File: config.mk
export PLATFORM = sky130hd
export DESIGN_NAME = fifo_burst_reader
export DESIGN_NICKNAME = d
export VERILOG_FILES = /design/src/rtl/fifo_burst_reader_pkg.sv /design/src/rtl/fifo_burst_reader_skid.sv /design/src/rtl/fifo_burst_reader.sv
export SDC_FILE = /design/constraint.sdc
export NUM_CORES = 1
export LEC_CHECK = 0
export BUFFER_PORTS_ARGS = -buffer_cell sky130_fd_sc_hd__buf_4
export CORE_MARGIN = 2
export CORE_UTILIZATION = 30
export CTS_CLUSTER_SIZE = 14
export DETAILED_ROUTE_END_ITERATION = 12
export MAX_ROUTING_LAYER = met4
export PLACE_DENSITY = 0.5
export SLEW_MARGIN = 10
export SYNTH_ARGS = -nofsm -noshare
export SYNTH_HDL_FRONTEND = slang
export SYNTH_SLANG_ARGS = --single-unit
File: constraint.sdc
create_clock -name clock -period 6.55 [get_ports clock]
set_input_delay 0.9825 -clock clock [delete_from_list [all_inputs] [get_ports clock]]
set_output_delay 0.9825 -clock clock [all_outputs]
set_load 0.05 [all_outputs]
File: src/rtl/fifo_burst_reader_pkg.sv
// Shared types for the FIFO burst reader: FSM state encoding and the
// first/last tag carried with each buffered word.
package fifo_burst_reader_pkg;

    typedef enum logic [1:0] {
        IDLE,
        BURST,
        FLUSH
    } fifo_burst_reader_state_t;

    // Data width is a module parameter, so the payload travels beside this tag
    typedef struct packed {
        logic first;
        logic last;
    } fbr_tag_t;

endpackage

File: src/rtl/fifo_burst_reader_skid.sv
// Two-entry registered valid/ready buffer. Entry 0 is the head and drives the
// outputs directly, so nothing downstream sees a combinational path from push.
module fifo_burst_reader_skid
    import fifo_burst_reader_pkg::*;
#(
    parameter int WIDTH = 8
) (
    input  logic             clk_i,
    input  logic             rst_i,
    input  logic             push_i,
    input  logic [WIDTH-1:0] push_data_i,
    input  logic             push_first_i,
    input  logic             push_last_i,
    output logic [1:0]       count_o,
    output logic             out_valid_o,
    input  logic             out_ready_i,
    output logic [WIDTH-1:0] out_data_o,
    output logic             out_first_o,
    output logic             out_last_o
);
    logic [WIDTH-1:0] data0_q, data0_d, data1_q, data1_d;
    fbr_tag_t         tag0_q, tag0_d, tag1_q, tag1_d;
    fbr_tag_t         push_tag;
    logic [1:0]       count_q, count_d;
    logic             push_ok, pop;

    assign push_tag = '{first: push_first_i, last: push_last_i};

    always_comb begin
        push_ok = push_i && (count_q != 2'd2);
        pop     = (count_q != 2'd0) && out_ready_i;
        data0_d = data0_q;
        data1_d = data1_q;
        tag0_d  = tag0_q;
        tag1_d  = tag1_q;
        count_d = count_q;
        case ({push_ok, pop})
            2'b01: begin
                data0_d = data1_q;
                tag0_d  = tag1_q;
                count_d = count_q - 2'd1;
            end
            2'b10: begin
                if (count_q == 2'd0) begin
                    data0_d = push_data_i;
                    tag0_d  = push_tag;
                end else begin
                    data1_d = push_data_i;
                    tag1_d  = push_tag;
                end
                count_d = count_q + 2'd1;
            end
            // Simultaneous push and pop only happens with one entry held
            2'b11: begin
                data0_d = push_data_i;
                tag0_d  = push_tag;
            end
            default: ;
        endcase
    end

    always_ff @(posedge clk_i or posedge rst_i) begin
        if (rst_i) begin
            data0_q <= '0;
            data1_q <= '0;
            tag0_q  <= '0;
            tag1_q  <= '0;
            count_q <= 2'd0;
        end else begin
            data0_q <= data0_d;
            data1_q <= data1_d;
            tag0_q  <= tag0_d;
            tag1_q  <= tag1_d;
            count_q <= count_d;
        end
    end

    assign count_o     = count_q;
    assign out_valid_o = (count_q != 2'd0);
    assign out_data_o  = data0_q;
    assign out_first_o = tag0_q.first;
    assign out_last_o  = tag0_q.last;

endmodule

File: src/rtl/fifo_burst_reader.sv
// Read-side master for a show-ahead FIFO: drains full bursts, or partial
// content on flush request / idle timeout, onto a tagged valid/ready stream.
module fifo_burst_reader
    import fifo_burst_reader_pkg::*;
#(
    parameter int WIDTH          = 8,
    parameter int DEPTH          = 4,
    parameter int BURST_LENGTH   = 4,
    parameter int TIMEOUT_CYCLES = 16
) (
    input  logic                   clock,
    input  logic                   reset,
    output logic                   fifo_read_enable,
    input  logic [WIDTH-1:0]       fifo_read_data,
    input  logic                   fifo_empty,
    input  logic [$clog2(DEPTH):0] fifo_level,
    input  logic                   flush_request,
    output logic                   out_valid,
    input  logic                   out_ready,
    output logic [WIDTH-1:0]       out_data,
    output logic                   out_first,
    output logic                   out_last,
    output logic                   busy
);
    localparam int REM_W = $clog2(BURST_LENGTH + 1);
    localparam int TMR_W = (TIMEOUT_CYCLES > 0) ? $clog2(TIMEOUT_CYCLES + 1) : 1;
    localparam logic [REM_W-1:0] REM_FULL = REM_W'(BURST_LENGTH);
    localparam logic [TMR_W-1:0] TMR_SAT  = TMR_W'(TIMEOUT_CYCLES);
    localparam logic [TMR_W-1:0] TMR_FIRE = TMR_W'(TIMEOUT_CYCLES - 1);

    fifo_burst_reader_state_t state_q;
    logic [REM_W-1:0]         remaining_q, initial_q;
    logic [TMR_W-1:0]         timer_q;
    logic [1:0]               buf_count;
    logic [31:0]              level_ext;
    logic                     burst_ready, level_nonzero, timeout_hit;
    logic                     pop_first, pop_last;

    assign level_ext     = 32'(fifo_level);
    assign burst_ready   = level_ext >= 32'(BURST_LENGTH);
    assign level_nonzero = level_ext != 32'd0;
    assign timeout_hit   = (TIMEOUT_CYCLES != 0) && (timer_q == TMR_FIRE);

    // Depends only on registers and fifo_empty; out_ready never reaches it
    assign fifo_read_enable = (state_q != IDLE) && (remaining_q != '0)
                              && !fifo_empty && (buf_count != 2'd2);
    assign pop_first = (remaining_q == initial_q);
    assign pop_last  = (remaining_q == REM_W'(1));
    assign busy      = (state_q != IDLE) || (buf_count != 2'd0);

    always_ff @(posedge clock or posedge reset) begin
        if (reset) begin
            state_q     <= IDLE;
            remaining_q <= '0;
            initial_q   <= '0;
            timer_q     <= '0;
        end else begin
            case (state_q)
                IDLE: begin
                    if (burst_ready) begin
                        state_q     <= BURST;
                        remaining_q <= REM_FULL;
                        initial_q   <= REM_FULL;
                        timer_q     <= '0;
                    end else if (level_nonzero && (flush_request || timeout_hit)) begin
                        state_q     <= FLUSH;
                        remaining_q <= REM_W'(fifo_level);
                        initial_q   <= REM_W'(fifo_level);
                        timer_q     <= '0;
                    end else if ((TIMEOUT_CYCLES == 0) || !level_nonzero) begin
                        timer_q <= '0;
                    end else if (timer_q != TMR_SAT) begin
                        timer_q <= timer_q + TMR_W'(1);
                    end
                end
                default: begin
                    timer_q <= '0;
                    if (fifo_read_enable) begin
                        remaining_q <= remaining_q - REM_W'(1);
                        if (pop_last) begin
                            state_q <= IDLE;
                        end
                    end
                end
            endcase
        end
    end

    fifo_burst_reader_skid #(
        .WIDTH(WIDTH)
    ) u_skid (
        .clk_i        (clock),
        .rst_i        (reset),
        .push_i       (fifo_read_enable),
        .push_data_i  (fifo_read_data),
        .push_first_i (pop_first),
        .push_last_i  (pop_last),
        .count_o      (buf_count),
        .out_valid_o  (out_valid),
        .out_ready_i  (out_ready),
        .out_data_o   (out_data),
        .out_first_o  (out_first),
        .out_last_o   (out_last)
    );

endmodule

# --- After elaboration in Yosys (flattened, before gate mapping) ---
# Cells that the tools add are included.
word_totals:
  ff_bits: 35
  input_bits: 16
  out_inout_bits: 13
  word_cells: 72
classes:
  addsub: 4
  order_cmp: 1
  eq_ne: 11
  mux: 19
  n_bitwise: 1
  reduce_logical: 25
ops:
  columns: ["op", "count"]
  rows:
  - ["32-bit nonzero test", 1]
  - ["5-bit 2-to-1 mux", 5]
  - ["8-bit one-hot mux with 3 select lines", 1]
  - ["2-bit 2-to-1 mux", 6]
  - ["3-bit 2-to-1 mux", 4]
  - ["2-bit nonzero test", 6]
  - ["5-bit != test (second input constant)", 2]
  - ["8-bit 2-to-1 mux", 1]
  - ["2-bit AND reduction", 4]
  - ["1-bit logical AND", 6]
  - ["2-bit one-hot mux with 3 select lines", 1]
  - ["3-bit nonzero test", 2]
  - ["5-bit by 1-bit adder with 5-bit output (second input constant)", 1]
  - ["5-bit by 4-bit equality test with 1-bit output (second input constant)", 1]
  - ["2-bit equality test (second input constant)", 2]
  - ["2-bit zero test", 2]
  - ["2-bit one-hot mux with 2 select lines", 1]
  - ["3-bit by 1-bit equality test with 1-bit output (second input constant)", 1]
  - ["3-bit equality test", 1]
  - ["3-bit >= comparator (second input constant)", 1]
  - ["3-bit != test (second input constant)", 1]
  - ["3-bit AND reduction", 1]
  - ["3-bit by 1-bit subtractor with 3-bit output (second input constant)", 1]
  - ["2-bit by 1-bit adder with 2-bit output (second input constant)", 1]
  - ["7 further kinds", 8]

# --- Depth between registers and ports, before layout ---
# Gate-level depths: netlist of the first run.
depth:
  ltp_word: 8
  ltp_mapped: 10
  mapped_depth_nobuf: 9

# --- Cells and area by module ---
# A second synthesis of the first run with hierarchy kept.
hier_totals:
  hier_cells: 153
  area_unflattened_um2: 1831.8
modules_own_cells:
  columns: ["mod", "n_inst", "cells_per_inst", "area_per_inst_um2", "seq_area_each_um2"]
  rows:
  - ["fifo_burst_reader_skid", 1, 68, 1007.2, 550.5]
  - ["fifo_burst_reader", 1, 85, 824.5, 325.3]

# --- Worst setup path before layout of the first run ---
# Ideal clock, no wire load.
synth_path:
  path_type: "input port to output port"
  startpoint: "in fifo_empty"
  endpoint: "out fifo_read_enable"
  arrival_time_ns: 2.537
  t_required_ns: 5.568
  path_slack_ns: 3.030
  path_stages: 1
  n_path_buf: 0
  path_cell_list: "nor4_1"
synth_between:
  elab_chain_len: 3
synth_lines:
  columns: ["item", "line_no", "source"]
  rows:
  - ["from (decl)", "fifo_burst_reader.sv:15", "input logic fifo_empty,"]
  - ["1-bit zero test", "fifo_burst_reader.sv:46", "&& !fifo_empty && (buf_count != 2'd2);"]
  - ["1-bit logical AND (2 in series)", "fifo_burst_reader.sv:46", null]
  - ["to (decl)", "fifo_burst_reader.sv:13", "output logic fifo_read_enable,"]
# Every way passes these cells.

# --- Worst setup path in the final report of the first run ---
layout_path:
  startpoint: "reg remaining_q[0]"
  endpoint: "reg u_skid.data0_q[3] (netlist: u_skid.out_data_o[3])"
layout_between:
  elab_chain_len: 8
  word_cells_on_any_way: 12
  cone_classes: "eq/ne (4); mux (1); reduce/logical (7)"
layout_lines:
  columns: ["item", "line_no", "source"]
  rows:
  - ["from (decl)", "fifo_burst_reader.sv:32", "logic [REM_W-1:0] remaining_q, initial_q;"]
  - ["from (signal assigned)", "fifo_burst_reader.sv:67", "remaining_q <= REM_W'(fifo_level);"]
  - ["from (signal assigned)", "fifo_burst_reader.sv:79", "remaining_q <= remaining_q - REM_W'(1);"]
  - ["3-bit nonzero test *", "fifo_burst_reader.sv:45", "assign fifo_read_enable = (state_q != IDLE) && (remaining_q != '0)"]
  - ["1-bit logical AND *", "fifo_burst_reader.sv:45", null]
  - ["1-bit logical AND * (2 in series)", "fifo_burst_reader.sv:46", null]
  - ["1-bit logical AND *", "fifo_burst_reader_skid.sv:30", "push_ok = push_i && (count_q != 2'd2);"]
  - ["2-bit equality test or 2-bit by 1-bit equality test with 1-bit output (tied branches)", "fifo_burst_reader_skid.sv:37", "case ({push_ok, pop})"]
  - ["2-bit by 1-bit != test with 1-bit output (no line) or 3-bit nonzero test (tied branches)", null, null]
  - ["2-bit AND reduction (no line)", null, null]
  - ["to (signal assigned)", "fifo_burst_reader_skid.sv:70", "data0_q <= data0_d;"]
  - ["to (decl)", "fifo_burst_reader_skid.sv:21", "logic [WIDTH-1:0] data0_q, data0_d, data1_q, data1_d;"]
# Every way passes the cells marked *; elsewhere a longest branch is shown, timed or not.
# A chain may end at the register's enable or synchronous reset.

==> impl_metrics.json, run 1 <==
{
  "status": "complete, no violations",
  "antenna_violations_before_repair": 0,
  "first_global_vias": 1184,
  "synth-main-ff-cell": "sky130_fd_sc_hd__dfrtp_1",
  "io_buffer_count": 28,
  "setup.worst_path.class": "flop to flop",
  "timing.reg2reg.setup_slack_ns": 3.74,
  "final_max_slew_viol_count": 0,
  "ys_top_cells_by_area": "sky130_fd_sc_hd__dfrtp_1, sky130_fd_sc_hd__mux2_2, sky130_fd_sc_hd__ha_1",
  "grt_start_max_net_pins": 36,
  "mapped_area_mm2": 0.001777,
  "timing_worst_slew_pin_value_ns": 1.149,
  "seq_total_area_yosys_pct": 49.30,
  "synth.avg_cell_area_um2": 11.10,
  "cts-buffers-inserted": 5,
  "grt_first_pass_wirelength_um": 5616,
  "synth_commonest_cells": "sky130_fd_sc_hd__dfrtp_1, sky130_fd_sc_hd__nor2_1, sky130_fd_sc_hd__a21oi_1",
  "netlist.area_leader.share_pct": 49.30,
  "max_cap_viol_count": 0,
  "postCtsSetupBuffers": 0,
  "post-synth-top-area-cell": "sky130_fd_sc_hd__dfrtp_1",
  "setup-violations-final": 0,
  "cts_sinks": 35,
  "fin_tns_setup_ns": 0,
  "fin_worst_skew_ns": 0.005894,
  "cts_resized": 0,
  "cts-hold-fix-buffers": 0,
  "worst_ir_drop_vdd_uv": 185.7,
  "floorplan_row_count": 28,
  "post_synthesis_sequential_element_count": 35,
  "fin_util_pct": 37.46,
  "synth_most_common_cell": "sky130_fd_sc_hd__dfrtp_1",
  "worst_r2r_path_depth": 8,
  "slew_headroom_pct": 23.11,
  "worstHoldPathType": "flop to flop",
  "count_of_vias_placed_by_the_detailed_router": 1248,
  "core_area_mm2": 0.005816,
  "groute.usage.overall_pct": 11.50,
  "route.detailed.drc": 0,
  "ys.warnings.count": 0,
  "detail_route.iter0.violations": 50,
  "cts-htree-levels": 2,
  "route.final.wire_length_um": 3329,
  "grt_setup_unrepaired": "false",
  "postSynthNetCount": 184,
  "area_growth_syn_to_layout_pct": 22.61,
  "floorplan.die.height_um": 80.96,
  "detailedPlacementHpwl_um": 2299,
  "final-hold-violation-count": 0,
  "effective_utilization_at_floorplan_pct": 30.55,
  "die_area_mm2": 0.006554,
  "worst_case_clock_buffer_depth": 2,
  "nets": 216,
  "setup.worst_path.end_class": "flop",
  "drt-vias-per-instance": 4.657,
  "drt-pass1-iter-count": 4,
  "final_layout_size_suffix_gt1_share_pct": 30.05,
  "tritoncts_clock_tree": "yes",
  "critical_path.max_fanout": 12,
  "crit-reg2reg-launch": "remaining_q[0]",
  "worst-endpoint-required_ns": 6.72,
  "worst_ep_arrival_time_ns": 2.99,
  "cellPowerDensity_mw_per_mm2": 516.7,
  "path_clk_slew_ns": 0.08,
  "clk_root_buffer_cell": "sky130_fd_sc_hd__clkbuf_8",
  "synth.lib_cells_used.distinct": 37,
  "maxClockFrequency_mhz": 355.4,
  "antenna_cells": 0,
  "finalCriticalPeriod_ns": 2.813,
  "wl_per_cell_um": 12.42,
  "route.antenna.remaining_nets": 0,
  "grt_remaining_overflow": 0,
  "cellLeakagePower_nw": 1.000,
  "holdPathEnd": "u_skid.tag1_q[1]",
  "clkLatencyLatePin_ns": 0.29,
  "crit-reg2reg-capture": "u_skid.out_data_o[3]",
  "fill_cells": 625,
  "fp.dieW_um": 80.96,
  "hold_crit_depth": 2,
  "postSynth.asyncResetShare_pct": 100.0,
  "routabilityCongestion": 0.7282,
  "synth_edf_count": 0,
  "min-delay-start": "u_skid.tag1_q[1]",
  "worst_setup_path_start_kind": "flop",
  "finalCritPeriodShare_pct": 42.95,
  "post_synth_inst_count": 160,
  "floorplan.io_pins": 29
}
-- cell families (layout without fill, tap and decap cells) --
| group | Yosys count | in the layout | synth area share (%) |
|---|---|---|---|
| DFF | 35 | 35 | 49.30 |
| AOI/OAI and AO/OA | 27 | 27 | 10.07 |
| buffers and inverters | 14 | 47 | 3.591 |
| muxes | 20 | 20 | 12.04 |
| xor gates and xnor gates | 9 | 9 | 4.437 |
| adders and majority gates | 8 | 8 | 5.634 |
| and+or+nand+nor | 47 | 47 | 14.93 |
-- final cells by class --
type / count / area, um^2 / area share, %
Clock buffer: 5 / 68.82 / 3.159
Multi-Input combinational cell: 111 / 837.1 / 38.43
Inverter: 9 / 33.78 / 1.551
Clock inverter: 3 / 43.79 / 2.010
Sequential cell: 35 / 875.8 / 40.21
Timing Repair Buffer: 30 / 225.2 / 10.34
Tap cell: 75 / 93.84 / 4.308
-- sequential cells by signal (all words and copies together), names as in the netlist --
register,count
timer_q,5
u_skid.out_first_o,1
state_q,2
u_skid.count_o,2
u_skid.tag1_q,2
u_skid.out_last_o,1
initial_q,3
u_skid.out_data_o,8
u_skid.data1_q,8
remaining_q,3
-- per-stage QoR --
step	instances	hold WS, ns	instance area, um^2	worst slack [ns]	power (mW)
floorplan	160	0.4497	1777	3.030	0.8058
detailed placement	260	0.4739	2066	3.636	0.9377
finish	268	0.4882	2178	3.737	1.125
global placement	260	0.4694	2066	3.648	0.9345
global route	268	0.5139	2178	3.492	1.205
CTS	268	0.4924	2178	3.688	1.140
-- worst max-delay path by stage --
stage / startpoint / endpoint / slack, ns
2_1_floorplan: fifo_empty / fifo_read_enable / 3.03
3_3_place_gp: out_ready / u_skid.out_data_o[4] / 3.65
3_5_place_dp: out_ready / u_skid.out_data_o[7] / 3.64
4_1_cts: remaining_q[0] / u_skid.out_data_o[7] / 3.69
5_1_grt: remaining_q[0] / u_skid.out_last_o / 3.49
6_report: remaining_q[0] / u_skid.out_data_o[3] / 3.74
-- metal layers --
metal / wire length [um] / share of wire (%) / track usage (%)
met4: 35 / 1.1 / 3.559
met2: 1507 / 45 / 17.11
met5: 0 / 0 / -
met3: 185 / 5.6 / 3.333
met1: 1600 / 48 / 15.15
-- critical path: stages, from the launching register on --
cell,delay (ns)
sky130_fd_sc_hd__dfrtp_1,0.41
sky130_fd_sc_hd__inv_1,0.14
sky130_fd_sc_hd__ha_1,0.16
sky130_fd_sc_hd__nor2b_1,0.35
sky130_fd_sc_hd__nor4_4,0.13
sky130_fd_sc_hd__ha_1,0.27
sky130_fd_sc_hd__nor2_1,0.88
sky130_fd_sc_hd__mux2i_1,0.28
sky130_fd_sc_hd__a21oi_1,0.08
-- power by group --
group          switching (mW)  leakage (nW)  internal (mW)  total, mW
clock network          0.0838        0.0581          0.113      0.197
registers              0.0633         0.424          0.311      0.374
logic                   0.329         0.518          0.225      0.554
-- cells in the final DEF (no fill, tap or decap), types with 3 or more instances in the layout --
cell,n
sky130_fd_sc_hd__dfrtp_1,35
sky130_fd_sc_hd__clkbuf_8,5
sky130_fd_sc_hd__xnor2_1,6
sky130_fd_sc_hd__nor2b_1,4
sky130_fd_sc_hd__ha_1,8
sky130_fd_sc_hd__xor2_1,3
sky130_fd_sc_hd__a21oi_1,13
sky130_fd_sc_hd__buf_4,30
sky130_fd_sc_hd__o21ai_0,4
sky130_fd_sc_hd__nand2_1,5
sky130_fd_sc_hd__mux2i_1,9
sky130_fd_sc_hd__nor2_1,20
sky130_fd_sc_hd__inv_1,9
sky130_fd_sc_hd__mux2_2,11
Power figures use the tool's default switching activity.
==> run 2: changes to the inputs <==
--- a/config.mk
+++ b/config.mk
@@ -5,6 +5,7 @@
 export SDC_FILE = /design/constraint.sdc
 export NUM_CORES = 1
 export LEC_CHECK = 0
+export ABC_AREA = 1
 export BUFFER_PORTS_ARGS = -buffer_cell sky130_fd_sc_hd__buf_4
 export CORE_MARGIN = 2
 export CORE_UTILIZATION = 30
==> constraint.sdc (replaced) <==
create_clock -name clock -period 2.85 [get_ports clock]
set_input_delay 0.4275 -clock clock [delete_from_list [all_inputs] [get_ports clock]]
set_output_delay 0.4275 -clock clock [all_outputs]
set_load 0.05 [all_outputs]
==> impl_metrics.json, run 2 <==
{
  "leading_cell_type_in_the_layout_fill_and_taps_excluded": "sky130_fd_sc_hd__nand2_1",
  "detailroute.wirelength.met2_um": 1760,
  "critical_path.max_stage_delay_ns": 0.42,
  "synth.lib_cells_used.distinct": 26,
  "seq_total_area_yosys_pct": 46.20,
  "placed_cells": 345,
  "final_max_slew_viol_count": 0,
  "die_area_mm2": 0.006971,
  "area_of_the_multi_input_gates_um2": 834.6,
  "wl_per_cell_um": 11.05,
  "finalWorstSetupSlack_ns": 0.7327,
  "fin_tns_setup_ns": 0,
  "floorplan.die.height_um": 83.49,
  "status": "complete, no violations",
  "postSynthNetCount": 266,
  "final_layout_size_suffix_gt1_share_pct": 18.77,
  "ff_latch_area_um2": 875.8,
  "placement.cell_area_mm2": 0.002191,
  "postCtsSetupBuffers": 0,
  "path_clk_slew_ns": 0.07,
  "finalCritPeriodShare_pct": 74.29,
  "fill_cells": 659,
  "setup.worst_path.end_class": "flop",
  "worst-endpoint-required_ns": 3.01,
  "grt_first_pass_wirelength_um": 6969,
  "nets": 301,
  "totalPowerFinal_mw": 2.409,
  "grt_setup_unrepaired": "false",
  "cts_resized": 0,
  "critical_path.max_fanout": 18,
  "detailedPlacementHpwl_um": 2899,
  "tritoncts_clock_tree": "yes",
  "worstHoldPathType": "input port to asynchronous set/reset pin",
  "cellPowerDensity_mw_per_mm2": 1057,
  "first_global_vias": 1533,
  "count_of_vias_placed_by_the_detailed_router": 1531,
  "fp.dieW_um": 83.49,
  "timing_worst_slew_pin_value_ns": 0.8164,
  "setup.worst_path.class": "flop to flop",
  "core_area_mm2": 0.006026,
  "io_buffer_count": 28,
  "critical-path-top-delay-family": "buffers and inverters",
  "fin_worst_skew_ns": 0.005422,
  "worst_ep_arrival_time_ns": 2.28,
  "worstPathBufferInverterCount": 4,
  "synth.avg_cell_area_um2": 7.833,
  "grt_start_max_net_pins": 22,
  "holdWs_ns": 0.3034,
  "worst_ir_drop_vdd_uv": 566.8,
  "area_growth_syn_to_layout_pct": 20.20,
  "floorplan_row_count": 28,
  "route.final.wire_length_um": 3889,
  "instances_no_fill": 352,
  "clkLatencyLatePin_ns": 0.29,
  "finalCriticalPeriod_ns": 2.117,
  "postSynth.asyncResetShare_pct": 100.0,
  "post-synth-top-area-cell": "sky130_fd_sc_hd__dfrtp_1",
  "cts-hold-fix-buffers": 0,
  "met3_wirelength_um": 129,
  "worst_case_clock_buffer_depth": 2,
  "met1_length_um": 1917,
  "synth_commonest_cells": "sky130_fd_sc_hd__nand2_1, sky130_fd_sc_hd__inv_1, sky130_fd_sc_hd__dfrtp_1",
  "synth_most_common_cell": "sky130_fd_sc_hd__nand2_1",
  "detail_route.iter0.violations": 64,
  "dr.max_layer_used": "met4",
  "cts_sinks": 35,
  "groute.usage.overall_pct": 12.82,
  "ys_top_cells_by_area": "sky130_fd_sc_hd__dfrtp_1, sky130_fd_sc_hd__nand2_1, sky130_fd_sc_hd__inv_1",
  "slew_headroom_pct": 45.51,
  "highest_count_cells_in_the_layout_ignoring_fill_and_taps": "sky130_fd_sc_hd__nand2_1, sky130_fd_sc_hd__inv_1, sky130_fd_sc_hd__dfrtp_1, sky130_fd_sc_hd__buf_4, sky130_fd_sc_hd__o21ai_0",
  "drt-vias-per-instance": 4.349,
  "route.antenna.remaining_nets": 0,
  "final-hold-violation-count": 0,
  "mapped_area_mm2": 0.001896,
  "floorplan.io_pins": 29,
  "detailedPlace.worstSlack_ns": 0.7407,
  "ys.warnings.count": 0,
  "route.detailed.drc": 0,
  "routabilityCongestion": 0.7583,
  "antenna_cells": 0,
  "grt_remaining_overflow": 0,
  "most_used_cell_along_the_critical_path": "sky130_fd_sc_hd__inv_1",
  "fin_area_mm2": 0.002278,
  "maxClockFrequency_mhz": 472.3,
  "synth-main-ff-cell": "sky130_fd_sc_hd__dfrtp_1",
  "post_synthesis_sequential_element_count": 35,
  "drt-pass1-iter-count": 4,
  "timing.reg2reg.setup_slack_ns": 0.73,
  "crit_path_top_delay_cell": "sky130_fd_sc_hd__dfrtp_1",
  "setup-violations-final": 0,
  "post_synth_inst_count": 242,
  "cellLeakagePower_nw": 1.246,
  "path_cells": "inv_1, ha_1, a21oi_2, nand2_1, inv_1, ha_1, inv_1, nor2_1, inv_2, nand2_1, o21ai_0",
  "fin_util_pct": 37.81,
  "worst_setup_path_start_kind": "flop",
  "clk_root_buffer_cell": "sky130_fd_sc_hd__clkbuf_8",
  "cts-htree-levels": 2,
  "synth_edf_count": 0,
  "netlist.area_leader.share_pct": 46.20,
  "cts-buffers-inserted": 5,
  "effective_utilization_at_floorplan_pct": 31.46,
  "max_cap_viol_count": 0,
  "antenna_violations_before_repair": 0
}
==> run 2: changes by cell type in the layout (fill, tap and decap cells not counted), sizes merged, moves of 8 or more <==
cell and delta:
a21oi -10, inv +30, mux2 -11, mux2i -9, nand2 +80, nand3 +18, nor2 -8, o21ai +21
==> run 2: report_power, final <==
part	internal, mW	leakage (nW)	total, mW	switching (mW)
Combinational	0.410	0.752	1.22	0.806
Sequential	0.695	0.447	0.826	0.132
Clock	0.190	0.0470	0.367	0.177
Total	1.29	1.25	2.41	1.12
==> run 2: cell type report <==
class	instances	area share, %
Tap cell	75	4.119
Multi-Input combinational cell	164	36.63
Sequential cell	35	38.44
Clock inverter	1	0.2197
Inverter	39	6.425
Timing Repair Buffer	32	10.54
Clock buffer	6	3.624
==> run 2: cell families after synthesis <==
group           count (synthesis)  synth area share, %
simple gates                  123                28.91
buf+inv                        43                9.769
flops                          35                46.20
compound gates                 29                7.987
fa+ha+maj                       8                5.281
xor+xnor                        4                1.849
==> run 2: worst paths after layout <==
kind | startpoint | to | depth (start not counted)
max | remaining_q[0] | u_skid.data1_q[5] | 11
min | reset | timer_q[0] | 2
max reg2reg | remaining_q[0] | u_skid.data1_q[5] | 11
min reg2reg | u_skid.data1_q[7] | u_skid.data1_q[7] | 2
max in group asynchronous | reset | u_skid.data1_q[2] | 3
min in group clock | fifo_read_data[7] | u_skid.data1_q[7] | 3
==> run 2: per-layer routing <==
layer | track usage (%) | vias to the layer above
li1 | - | 820
met2 | 18.84 | 25
met4 | 5.279 | 0
met3 | 3.165 | 6
met1 | 17.00 | 680
met5 | - | -
